[src/rtl/filtro_temp_pkg.sv]
// filtro_temp_pkg: shared types and constants for the temperature conditioning and monitoring blocks.
package filtro_temp_pkg;
    localparam int W_TEMP = 11;
    localparam logic signed [W_TEMP-1:0] COD_INVALIDO_DEF = 11'sh400;
    typedef enum logic [1:0] {
        VACIO  = 2'b00,
        ACTIVO = 2'b01,
        FALLA  = 2'b10
    } estado_filtro_t;
endpackage

[src/rtl/watchdog_muestra.sv]
// watchdog_muestra: saturating cycle counter with synchronous clear.
// expirado looks at the next count, so a clear in the expiry cycle suppresses it.
module watchdog_muestra #(
    parameter int MAX = 1000
) (
    input  logic clk,
    input  logic arst_n,
    input  logic clr,
    output logic expirado
);
    localparam int CW = $clog2(MAX + 1);
    localparam logic [CW-1:0] LIM = CW'(MAX);
    logic [CW-1:0] cnt_q, cnt_d;
    always_comb begin
        cnt_d = clr ? '0 : (cnt_q == LIM ? cnt_q : cnt_q + CW'(1));
    end
    assign expirado = (cnt_d == LIM);
    always_ff @(posedge clk or negedge arst_n) begin
        if (!arst_n) cnt_q <= '0;
        else         cnt_q <= cnt_d;
    end
endmodule

[src/rtl/filtro_temp.sv]
// filtro_temp: rejects the invalid sensor code, averages 2^LOG2_N samples and flags sensor failure
// on sample timeout or repeated invalid codes.
module filtro_temp
    import filtro_temp_pkg::*;
#(
    parameter int LOG2_N = 2,
    parameter int TIMEOUT_CICLOS = 1000,
    parameter int ERR_MAX = 3,
    parameter logic signed [W_TEMP-1:0] COD_INVALIDO = COD_INVALIDO_DEF
) (
    input  logic                     clk,
    input  logic                     arst_n,
    input  logic                     muestra_valida,
    input  logic signed [W_TEMP-1:0] muestra_temp,
    output logic signed [W_TEMP-1:0] temp_filtrada,
    output logic                     dato_listo,
    output logic                     temp_valida,
    output logic                     falla_sensor,
    output logic [1:0]               estado_filtro
);
    localparam int N  = 1 << LOG2_N;
    localparam int WS = W_TEMP + LOG2_N;
    localparam int EW = $clog2(ERR_MAX + 1);
    localparam logic [EW-1:0] ERR_LIM = EW'(ERR_MAX);
    logic signed [W_TEMP-1:0] ventana_q [N];
    logic signed [W_TEMP-1:0] ventana_d [N];
    logic signed [WS-1:0]     sum_q, sum_d, sum_next, m_ext, b_ext;
    logic [LOG2_N-1:0]        ptr_q, ptr_d;
    logic [EW-1:0]            err_q, err_d;
    estado_filtro_t           estado_q, estado_d;
    logic signed [W_TEMP-1:0] temp_q, temp_d;
    logic                     listo_q, listo_d;
    logic                     aceptada, rechazada, expirado;
    assign aceptada  = muestra_valida && (muestra_temp != COD_INVALIDO);
    assign rechazada = muestra_valida && (muestra_temp == COD_INVALIDO);
    assign m_ext     = {{LOG2_N{muestra_temp[W_TEMP-1]}}, muestra_temp};
    assign b_ext     = {{LOG2_N{ventana_q[ptr_q][W_TEMP-1]}}, ventana_q[ptr_q]};
    assign sum_next  = sum_q + m_ext - b_ext;
    watchdog_muestra #(.MAX(TIMEOUT_CICLOS)) u_wd (
        .clk(clk),
        .arst_n(arst_n),
        .clr(aceptada),
        .expirado(expirado)
    );
    always_comb begin
        ventana_d = ventana_q;
        sum_d     = sum_q;
        ptr_d     = ptr_q;
        estado_d  = estado_q;
        temp_d    = temp_q;
        listo_d   = 1'b0;
        err_d     = aceptada ? '0 : ((rechazada && err_q != ERR_LIM) ? err_q + EW'(1) : err_q);
        if (aceptada) begin
            if (estado_q == ACTIVO) begin
                ventana_d[ptr_q] = muestra_temp;
                sum_d            = sum_next;
                ptr_d            = ptr_q + LOG2_N'(1);
            end else begin
                // Preload the whole window so the first output equals the sample.
                for (int i = 0; i < N; i++) ventana_d[i] = muestra_temp;
                sum_d    = m_ext <<< LOG2_N;
                ptr_d    = '0;
                estado_d = ACTIVO;
            end
            temp_d  = W_TEMP'(sum_d >>> LOG2_N);
            listo_d = 1'b1;
        end else if (estado_q == ACTIVO && (expirado || err_d == ERR_LIM)) begin
            estado_d = FALLA;
        end
    end
    always_ff @(posedge clk or negedge arst_n) begin
        if (!arst_n) begin
            for (int i = 0; i < N; i++) ventana_q[i] <= '0;
            sum_q    <= '0;
            ptr_q    <= '0;
            err_q    <= '0;
            estado_q <= VACIO;
            temp_q   <= '0;
            listo_q  <= 1'b0;
        end else begin
            ventana_q <= ventana_d;
            sum_q     <= sum_d;
            ptr_q     <= ptr_d;
            err_q     <= err_d;
            estado_q  <= estado_d;
            temp_q    <= temp_d;
            listo_q   <= listo_d;
        end
    end
    assign temp_filtrada = temp_q;
    assign dato_listo    = listo_q;
    assign temp_valida   = (estado_q == ACTIVO);
    assign falla_sensor  = (estado_q == FALLA);
    assign estado_filtro = estado_q;
endmodule

[config.mk]
export PLATFORM = sky130hd
export DESIGN_NAME = filtro_temp
export DESIGN_NICKNAME = d
export VERILOG_FILES = /design/src/rtl/filtro_temp_pkg.sv /design/src/rtl/watchdog_muestra.sv /design/src/rtl/filtro_temp.sv
export SDC_FILE = /design/constraint.sdc
export NUM_CORES = 1
export LEC_CHECK = 0
export CAP_MARGIN = 20
export CORE_MARGIN = 2
export CORE_UTILIZATION = 35
export DETAILED_ROUTE_END_ITERATION = 10
export GPL_TIMING_DRIVEN = 0
export PLACE_DENSITY = 0.51
export SKIP_CTS_REPAIR_TIMING = 1
export SYNTH_ARGS = -nofsm -noshare
export SYNTH_HDL_FRONTEND = slang
export SYNTH_SLANG_ARGS = --single-unit
[constraint.sdc]
create_clock -name clk -period 4.5 [get_ports clk]
set_input_delay 0.675 -clock clk [delete_from_list [all_inputs] [get_ports clk]]
set_output_delay 0.675 -clock clk [all_outputs]
set_load 0.005 [all_outputs]
# == Word level (Yosys, flattened, before mapping) ==
# Index checks and enable logic that the tools add are counted.
# word_totals
ff_bits,85
inputBits,14
output_inout_bits,16
word_cells,53
# op_classes
n_addsub,5
order_cmp,2
n_eq_ne,9
muxes,17
bitwise_logic,1
n_reduce_logical,8
# ops
op,n
bitwise mux 44 bit,1
two-way mux 44 bit,1
two-way mux 11 bit,3
binary-select mux 11 bit (select 2 bit),1
demux 11 bit (select 2 bit),1
"== test 10 bit, second input constant",2
two-way mux 10 bit,2
adder 13 x 11 -> 13 bit,1
two-way mux 13 bit,1
subtractor 13 x 11 -> 13 bit,1
two-way mux 2 bit,6
"== test 11 bit, second input constant",1
"inequality test 11 bit, second input constant",1
"adder 10 x 1 -> 10 bit, second input constant",1
logical AND 1 bit,5
"adder 2 x 1 -> 2 bit, second input constant",2
"== test 2 bit, second input constant",2
"inequality test 2 bit, second input constant",2
"greater-or-equal comparator 3 bit, second input constant",1
"less-than comparator 3 x 1 -> 1 bit, second input constant",1
NOT 2 -> 3 bit,1
"== test 2 x 1 -> 1 bit, second input constant",1
AND reduction 2 bit,1
nonzero test 2 bit,1
other kinds (2),2

# == Logic depth before layout (Yosys ltp) ==
# logic_depth
depth_word,10
mapped_depth,12
ltp_nobuf,11

# == Modules after synthesis ==
# From an unflattened synthesis, not the netlist that was laid out.
# hier_totals
hier_cells,419
hier_area_um2,4531.8
# modules_own_cells
module,instances,cells_per_inst,area_per_inst_um2,seq_area_each_um2
filtro_temp,1,354,3911.3,1601.5
watchdog_muestra,1,65,620.6,250.2

# == Least setup slack after synthesis ==
# No wires, ideal clock.
# synth_path
kind,reg-to-reg
from,register ptr_q[0]
to,register sum_q[11]
setup_time_ps,88
arrival_ps,3544
required_ps,4412
setup_slack_ps,868
path_stages_with_launch,12
path_buffers,2
period_less_slack_ps,3632
cell_sequence,dfrtp_1 > clkbuf_1 > clkbuf_1 > mux4_2 > fa_1 > inv_1 > ha_1 > o21ai_0 > o21ai_0 > nand3_1 > or3_1 > a41oi_1
# synth_via
elab_chain_cells,6
# synth_rtl
item,line_no,text
from (decl),filtro_temp.sv:28,"logic [LOG2_N-1:0] ptr_q, ptr_d;"
from (signal assigned),filtro_temp.sv:83,ptr_q <= ptr_d;
NOT 2 -> 3 bit (not written as such),filtro_temp.sv:37,"assign b_ext = {{LOG2_N{ventana_q[ptr_q][W_TEMP-1]}}, ventana_q[ptr_q]};"
binary-select mux 11 bit (select 2 bit),filtro_temp.sv:37,
two-way mux 11 bit (not written as such) (2 in series),filtro_temp.sv:37,
subtractor 13 x 11 -> 13 bit,filtro_temp.sv:38,assign sum_next = sum_q + m_ext - b_ext;
two-way mux 13 bit,filtro_temp.sv:54,if (estado_q == ACTIVO) begin
to (signal assigned),filtro_temp.sv:82,sum_q <= sum_d;
to (decl),filtro_temp.sv:27,"logic signed [WS-1:0] sum_q, sum_d, sum_next, m_ext, b_ext;"
# No other way between the ends. The select of a mux whose other input is x is not followed.
# A chain may end at the register's enable or synchronous reset.

# == Final worst setup path ==
# Same ends and word-level chain as after synthesis.

==> summary.md <==
| Metric | Value |
|---|---|
| Status | `finished clean` |
| FFs w/ async S/R, synth | `1.00` |
| Top-count cell post-synth | `dfrtp_1` |
| Share of the synthesized area in the top cell type | `0.405` |
| Num CTS Buffers | `9` |
| Critical Path End Type | `flop` |
| H-tree Lvls | `3` |
| Syn Std Cell Area | `0.00457 sq mm` |
| Chip Height | `118 um` |
| Synth cell types | `57` |
| Synth-to-Final Area Change | `17.8%` |
| Die area | `0.0140 sq mm` |
| Setup crit start | `ptr_q[0]$_DFFE_PN0P_` |
| Synth top cells by count | `dfrtp_1 (74), inv_1 (61), mux2_2 (45), nor2_1 (25), ha_1 (21)` |
| Sequential share of power | `0.238` |
| Number of port buffers | `29` |
| Synth Flop Type | `dfrtp_1` |
| Switching pwr | `1840 uW` |
| Vias in the first global route | `3336` |
| Global Route met3 Usage | `0.0246` |
| Logic pwr share | `0.612` |
| Met1 Usage GRT | `0.222` |
| Layout cell share with drive strength beyond 1 | `0.194` |
| Number of synthesized flops with an enable pin | `0` |
| Reg2Reg Setup Slack | `420 ps` |
| DR DRC count | `0` |
| DR vias | `3295` |
| R2R Path End | `sum_q[11]$_DFFE_PN0P_` |
| Clk buf depth | `2` |
| First-pass GRT wire length | `17500 um` |
| Routed WL | `10600 um` |
| Slowest CP cell | `mux4_2` |
| Maximum clock frequency | `245 MHz` |
| GR peak layer | `met2` |
| Worst Setup EP | `sum_q[11]$_DFFE_PN0P_` |
| Post-synth top area cell | `dfrtp_1` |
| I/O pin cnt | `30` |
| Clock transition at path regs | `60 ps` |
| Final design utilization | `0.425` |
| Post-synth net total | `476` |
| CTS tree | `built` |
| Pint | `2710 uW` |
| Critical Setup Path Class | `reg2reg` |
| Reg-to-reg startpoint | `ptr_q[0]$_DFFE_PN0P_` |
| Hold crit path type | `in2async` |
| Placed Instances | `631` |
| Number of diodes | `0` |
| # rows | `41` |
| 1st-iter DRT viols | `181` |
| Clk Latency, worst-skew pair | `330 ps` |
| Clock Root Buffer | `clkbuf_16` |
| Syn. warnings | `0` |
| Worst-case reg-to-reg path depth | `11` |
| Worst slack, placed | `91.0 ps` |
| Die span in x | `118 um` |
| Crit path largest cell delay | `590 ps` |
| Post-Layout Cell Count | `647` |
| Synth Register Bits | `74` |
| Setup tns final | `0 ps` |
| Max VDD drop | `0.282 mV` |
| CP delay by family, top | `buffers and inverters` |
| Nets | `517` |
| Clock power frac | `0.149` |
| Mean Syn Cell Area | `10.7 sq um` |
| Final Worst Setup Slack | `416 ps` |
| CP bufs+invs | `3` |
| Power Dens Cells | `846 mW/mm^2` |
| Vias/cell | `5.09` |
| Synth area leaders | `dfrtp_1 (40%), mux2_2 (11%), ha_1 (5.7%)` |
| Critical path, cell by cell | `clkbuf_1 > clkbuf_2 > mux4_2 > fa_1 > inv_1 > ha_1 > o21ai_0 > o21ai_0 > nand3_1 > or3_1 > a41oi_1` |
| Final Hold Vio Count | `0` |
| Pre-antenna DRT Iters | `4` |
| Slew Limit Fails | `0` |
| Placer Congestion | `0.774` |
| GRT overflow | `0` |
| Slew margin rel. | `0.460` |
| Final Critical Period | `4080 ps` |
| Overall Global Routing Usage | `0.161` |
| Drt wl/cell | `16.4 um` |
| Initial core utilization | `0.361` |
| Core ar. | `0.0127 sq mm` |
| CTS sink cnt | `74` |
| Max-cap violations | `0` |
| DP HPWL | `7800 um` |
| Initial antenna violation count | `0` |
| Sequential fraction of the synthesis area | `0.405` |
| Worst-Margin Slew | `803 ps` |
| Met2 Usage GRT | `0.256` |
| Antenna Nets Post-Route | `0` |
| Worst-path fanout max | `10` |
| Syn Inst Count | `429` |
| Worst clock skew | `4.38 ps` |
| Worst hold slack | `231 ps` |
| Largest net degree at the start of global routing | `56` |
| RSZ-0062 raised after global routing | `false` |
| WP data required | `4740 ps` |
| Worst EP arrival | `4330 ps` |
| Setup violations, final | `0` |
| Crit share post-route | `0.908` |
| Switching Share | `0.405` |
| Most frequent CP cell | `o21ai_0` |
| CP startpoint kind | `flop` |
| LEAKAGE | `0.00234 uW` |
| Cell depth of the worst setup path | `11` |
-- worst min path at each step --
| stage | slack, ps | endpoint | cells past startpoint | start |
|---|---|---|---|---|
| after CTS | 230 | u_wd.cnt_q[0]$_DFF_PN0_ | 1 | arst_n |
| after global placement | 480 | ventana_q[30]$_DFFE_PN0P_ | 1 | ventana_q[30]$_DFFE_PN0P_ |
| after detailed placement | 490 | ventana_q[12]$_DFFE_PN0P_ | 1 | ventana_q[12]$_DFFE_PN0P_ |
| after floorplan | 380 | dato_listo$_DFF_PN0_ | 0 | arst_n |
| after global routing | 240 | u_wd.cnt_q[0]$_DFF_PN0_ | 1 | arst_n |
| final | 230 | u_wd.cnt_q[0]$_DFF_PN0_ | 1 | arst_n |
-- worst register-to-register path, stage by stage, from the launching register on --
cell and delay [ps]:
dfrtp_1 400, clkbuf_1 390, clkbuf_2 420, mux4_2 590, fa_1 500, inv_1 40
ha_1 320, o21ai_0 150, o21ai_0 350, nand3_1 220, or3_1 390, a41oi_1 210
-- metal layers --
metal  vias up  wire [um]
met5         -          0
met2        37       5040
met4         0        195
li1       1577          -
met1      1670       5160
met3        11        228
-- cell families (layout without fill, tap and decap cells) --
| logic type | count (synthesis) | in the layout | synth area share |
|---|---|---|---|
| simple gates | 97 | 97 | 0.111 |
| xor+xnor | 10 | 10 | 0.0192 |
| compound gates | 67 | 67 | 0.0993 |
| buf+inv | 88 | 134 | 0.0815 |
| flops | 74 | 74 | 0.405 |
| mux | 60 | 60 | 0.174 |
| fa+ha+maj | 33 | 33 | 0.110 |
-- sequential cells by signal, summed over array words and instances (netlist names) --
register,cells
ventana_q,44
sum_q,13
u_wd.cnt_q,10
err_q,2
estado_filtro,2
ptr_q,2
dato_listo,1
-- cell usage in the layout, fill, tap and decap left out, types with 2 or more instances in the layout --
cell type        count
ha_1                21
nand2b_1             4
o21ai_0             17
mux2_2              45
a21o_1               2
inv_1               61
a21oi_1             13
clkdlybuf4s50_1     28
nand2_1             15
nand3_1             13
a41oi_1              2
buf_1                5
or3_1                7
clkbuf_16            9
fa_1                12
a211oi_1             4
mux2i_1              4
o211ai_1             4
clkinvlp_4           4
mux4_2              11
nor2b_1              3
buf_4               12
dfrtp_1             74
o2111ai_1            2
nand4b_1             2
xnor2_1              5
nor2_1              25
nor3_1              12
a31oi_1              4
nor4_1               4
o21a_1               4
nand3b_1             2
o22ai_1              2
nand4_1              2
xor2_1               5
clkbuf_1             8
-- metrics by stage --
| step | area, sq um | power [uW] |
|---|---|---|
| CTS | 5390 | 4590 |
| global route | 5390 | 5030 |
| finish | 5390 | 4560 |
| global placement | 5080 | 3840 |
| detailed placement | 5100 | 3880 |
| floorplan | 4570 | 3230 |
-- layout make-up --
| class | instances | area (sq um) |
|---|---|---|
| fill | 1228 | 7280 |
| multi-input combinational | 267 | 2350 |
| sequential | 74 | 1850 |
| timing repair buffer | 30 | 315 |
| clock buffer | 11 | 243 |
| inverter | 63 | 236 |
| tap | 172 | 215 |
| buffer | 25 | 138 |
| clock inverter | 5 | 38.8 |
-- power by group through the flow --
stage	combinational, uW	clock [uW]	sequential (uW)
after floorplan	2180	0	1050
after global placement	2750	0	1090
after global routing	3170	733	1120
final	2790	681	1090
after CTS	2800	701	1090
after detailed placement	2780	0	1100
No activity file was read; power rests on OpenSTA's default activity.
